File: src/rtl/bus_arbiter.sv
// Round-robin bus arbiter: grants one requester at a time a burst of len+1 beats,
// drives the bus source select while the burst runs, and pulses done/abort at the end.
module bus_arbiter #(
    parameter int unsigned NREQ     = 4,
    parameter int unsigned SELW     = 3,
    parameter int unsigned BLW      = 4,
    parameter int unsigned IDLE_SEL = 3
) (
    input  logic                   clk,
    input  logic                   rst_n,
    input  logic [NREQ-1:0]        req,
    input  logic [NREQ*SELW-1:0]   src_sel,
    input  logic [NREQ*BLW-1:0]    burst_len,
    output logic [NREQ-1:0]        gnt,
    output logic [SELW-1:0]        read_en,
    output logic                   xfer_valid,
    output logic [NREQ-1:0]        done,
    output logic [NREQ-1:0]        abort,
    output logic                   busy
);

    localparam int unsigned PW = (NREQ > 1) ? $clog2(NREQ) : 1;

    typedef enum logic {
        ST_IDLE = 1'b0,
        ST_XFER = 1'b1
    } state_t;

    state_t          state;
    logic [PW-1:0]   rr_ptr;
    logic [BLW-1:0]  beat_cnt;
    logic [BLW-1:0]  len_q;

    logic            win_found;
    logic [PW-1:0]   win_idx;
    logic [NREQ-1:0] win_oh;
    logic [SELW-1:0] win_sel;
    logic [BLW-1:0]  win_len;
    logic            owner_req;
    logic            last_beat;

    // Round-robin search: first set request starting just after the last winner, with wrap.
    always_comb begin
        int idx;
        win_found = 1'b0;
        win_idx   = '0;
        idx       = 0;
        for (int i = 1; i <= int'(NREQ); i++) begin
            idx = (int'(rr_ptr) + i) % int'(NREQ);
            if (!win_found && req[PW'(idx)]) begin
                win_found = 1'b1;
                win_idx   = PW'(idx);
            end
        end
    end

    // Pick out the winner's one-hot grant, select code and burst length.
    always_comb begin
        win_oh  = '0;
        win_sel = '0;
        win_len = '0;
        for (int i = 0; i < int'(NREQ); i++) begin
            if (win_found && (win_idx == PW'(i))) begin
                win_oh[i] = 1'b1;
                win_sel   = src_sel[i*SELW +: SELW];
                win_len   = burst_len[i*BLW +: BLW];
            end
        end
    end

    // The current owner still requesting; the grant vector is one-hot of the owner.
    always_comb begin
        owner_req = |(req & gnt);
        last_beat = (beat_cnt == len_q);
    end

    // Arbitration FSM with registered bus-side outputs.
    always_ff @(posedge clk or negedge rst_n) begin
        if (!rst_n) begin
            state      <= ST_IDLE;
            rr_ptr     <= PW'(NREQ - 1);
            beat_cnt   <= '0;
            len_q      <= '0;
            gnt        <= '0;
            read_en    <= SELW'(IDLE_SEL);
            xfer_valid <= 1'b0;
            done       <= '0;
            abort      <= '0;
            busy       <= 1'b0;
        end else begin
            done  <= '0;
            abort <= '0;
            case (state)
                ST_IDLE: begin
                    if (win_found) begin
                        state      <= ST_XFER;
                        rr_ptr     <= win_idx;
                        len_q      <= win_len;
                        beat_cnt   <= '0;
                        gnt        <= win_oh;
                        read_en    <= win_sel;
                        xfer_valid <= 1'b1;
                        busy       <= 1'b1;
                        if (win_len == '0) begin
                            done <= win_oh;
                        end
                    end
                end
                ST_XFER: begin
                    if (last_beat || !owner_req) begin
                        // Burst complete or owner withdrew: release the bus for one idle cycle.
                        if (!last_beat) begin
                            abort <= gnt;
                        end
                        state      <= ST_IDLE;
                        beat_cnt   <= '0;
                        gnt        <= '0;
                        read_en    <= SELW'(IDLE_SEL);
                        xfer_valid <= 1'b0;
                        busy       <= 1'b0;
                    end else begin
                        beat_cnt <= beat_cnt + BLW'(1);
                        if ((beat_cnt + BLW'(1)) == len_q) begin
                            done <= gnt;
                        end
                    end
                end
                default: begin
                    state <= ST_IDLE;
                end
            endcase
        end
    end

endmodule

File: config.mk
export PLATFORM = sky130hd
export DESIGN_NAME = bus_arbiter
export DESIGN_NICKNAME = d
export VERILOG_FILES = /design/src/rtl/bus_arbiter.sv
export SDC_FILE = /design/constraint.sdc
export NUM_CORES = 1
export LEC_CHECK = 0
export BUFFER_PORTS_ARGS = -buffer_cell sky130_fd_sc_hd__buf_2
export CAP_MARGIN = 20
export CORE_UTILIZATION = 46
export DETAILED_ROUTE_END_ITERATION = 16
export GPL_TIMING_DRIVEN = 0
export PLACE_DENSITY = 0.73
export SLEW_MARGIN = 40
export SYNTH_ARGS = -nofsm -noshare
export SYNTH_HDL_FRONTEND = slang
export SYNTH_SLANG_ARGS = --single-unit
File: constraint.sdc
create_clock -name clk -period 1.78 [get_ports clk]
set_input_delay 0.534 -clock clk [delete_from_list [all_inputs] [get_ports clk]]
set_output_delay 0.534 -clock clk [all_outputs]
set_load 0.05 [all_outputs]
==> qor.txt <==
status: finished with violations
failing checks: setup timing
Die X: 61.6 um
vias in the first global route: 1544
cts bufs inserted: 3
Ports: 51
Final WS setup: -0.151 ns
Post-synth top cells: dfrtp_1, nand2_1, o21ai_0
number of hold violations in the final report: 0
LEAKAGE: 0.00104 uW
reg2reg path depth: 6
largest net degree at the start of global routing: 28
post-route ant nets: 0
Reg area: 681 sq um
TritonCTS clock tree: done
H-tree levels: 1
Yosys Warn Count: 0
reg2reg end: done[1]
Avg Cell Area, Syn: 8.88 sq um
reg-to-reg slack, setup: -0.15 ns
Die H: 61.6 um
critical path peak fanout: 7
Synth Instances: 184
layout cells sized above 1: 42.9%
final setup TNS: -0.598 ns
Netlist cell types: 48
per-cell routed wire length: 14.4 um
Final #Nets: 281
startpoint types: register
core area: 0.00336 sq mm
initial cell density of the core: 48.6%
Clock transition at path regs: 0.14 ns
critical path, cell by cell: inv_1 > o311ai_4 > nand3_1 > a211o_2 > nand4_4 > o21ai_0
Total GRT Usage: 24.5%
clk sinks: 27
RSZ-0062 raised after global routing: true
worst skew pair latency: 0.33 ns
worst slack, placed: -0.559 ns
period utilization: 108%
post-synth top area share: 35.2%
I/O Buffers: 48
area delta synth->final: 33.8%
pins over their slew limit: 0
fin crit period: 1.93 ns
post-synthesis adder-cell area fraction: 0.766%
Post-synth top flop: dfrtp_1
Clock Tree Buf Depth: 2
global route overflow: 0
Vias: 1609
Slew Limit Headroom: 59.2%
Area contributors post-synth: dfrtp_1, dfstp_2, o21ai_0, nand2_1, nor2_1
Iter 0 DRT Violations: 80
CP Capture Type: register
most frequent cell after synthesis: dfrtp_1
DP Wirelength: 3.08 mm
syn nets: 219
EDFF count, synth: 0
Worst Path Class, Setup: reg -> reg
hold_buf cts: 0
root buffer cell: clkbuf_4
Data required, critical path: 2.01 ns
Multi-input gate area: 0.00103 sq mm
post-detailed-routing wire length: 4.19 mm
largest family of logic cells by synthesized area: simple AND/OR/NAND/NOR gates
Synth Area in Compound Gates: 21.7%
number of synthesized register bits: 27
Synth async-reset ratio: 100%
Total Die Area: 0.00379 sq mm
Fmax: 518 MHz
Fillers: 326
Max rail drop VDD: 0.970 mV
PwrDens: 1560 mW/mm^2
DRC: 0
initial antenna violation count: 0
Hold WC Path Type: in -> async
GPL Wtd Cong: 0.855
leading area contributor after synthesis: dfrtp_1
CP arrival: 2.16 ns
DR vias/cell: 5.53
number of cell rows: 21
antenna cells: 0
Final Setup Violations: 9
1st-pass router iterations: 4
Synth Cell Area: 0.00163 sq mm
Setup Skew: 0.00171 ns
Worst Tran Pin Value: 0.612 ns
post-synthesis mux area share: 0.613%
worst reg2reg startpoint: rr_ptr[1]
global-route wire length before repair: 6.84 mm
post-synthesis simple-gate area fraction: 27.1%
Worst path max stage delay: 0.57 ns
xor/xnor share of the synthesized area: 4.29%
maxcap violations: 0
Seq/Total Area, Yosys: 41.7%
CP max-delay cell: dfstp_2
[layout make-up]
class	instances	share of cell area, %
multi-input cells	145	47.1
flip-flops and latches	27	31.1
repair buffers	58	14.4
plain buffers	8	2.92
well taps	46	2.63
clock buffers	3	1.03
inverters	3	0.515
clock inverters	1	0.229
[through the flow]
step	power, uW	hold slack, ns	cells	area (sq um)	util [%]
CTS	3340	0.205	290	2140	63.6
floorplan	2400	0.238	184	1680	-
finish	3420	0.185	291	2190	65.0
global placement	2820	0.465	278	1980	58.8
global route	3660	0.210	291	2190	65.0
detailed placement	2840	0.474	278	1980	58.8
[power breakdown]
part,internal [uW],switching (uW)
Combinational,810,1310
Sequential,841,182
Clock,84.6,187
[registers in the layout, summed over array words and instances (netlist names)]
name,cells
abort,4
beat_cnt,4
done,4
gnt,4
len_q,4
read_en,3
rr_ptr,2
busy,1
state,1
[worst max-delay path by stage]
stage	cells after the start	endpoint	slack [ns]	start
4_1_cts	6	done[1]	-0.12	rr_ptr[1]
3_3_place_gp	7	done[1]	-0.59	req[3]
3_5_place_dp	7	done[1]	-0.56	req[3]
5_1_grt	6	done[1]	-0.20	rr_ptr[1]
6_report	6	done[1]	-0.15	rr_ptr[1]
2_1_floorplan	8	done[3]	-0.30	req[0]
[placed cells by master (no fill, tap or decap), types with 4 or more instances in the layout]
master,count
a21oi_1,5
o21ai_0,13
dfrtp_1,23
nand3_1,7
nand4_1,5
buf_2,49
nor2_1,16
nand2_1,20
a31oi_1,4
and3_4,4
and2_1,4
nand2b_1,5
xor2_1,4
buf_4,11
dfstp_2,4
nor2b_1,4
[kinds of logic (layout without fill, tap and decap cells)]
group | after synthesis | after routing
and+or+nand+nor | 84 | 84
AOI/OAI and AO/OA | 51 | 51
DFF | 27 | 27
buffers and inverters | 12 | 73
xor gates and xnor gates | 8 | 8
adders and majority gates | 1 | 1
muxes | 1 | 1
[timing repair]
action,CTS,global route
hold endpoints to repair,0,0
pin swaps,11,2
buffers inserted,9,1
setup endpoints to repair,20,18
gates resized for setup,16,13
[routing by layer]
metal / track usage [%] / wire, um / up-vias
met4: 6.03 / 54 / 0
met1: 31.9 / 1920 / 760
met5: 0 / 0 / -
met2: 41.9 / 2030 / 43
li1: - / - / 800
met3: 4.41 / 186 / 6
[worst max-delay path: cells and delay by family (launching register included)]
family                 cells  cell delay [ns]
AOI/OAI and AO/OA          3             0.83
buffers and inverters      1             0.15
DFF                        1             0.57
and+or+nand+nor            2             0.27
No activity file was read; power rests on OpenSTA's default activity.
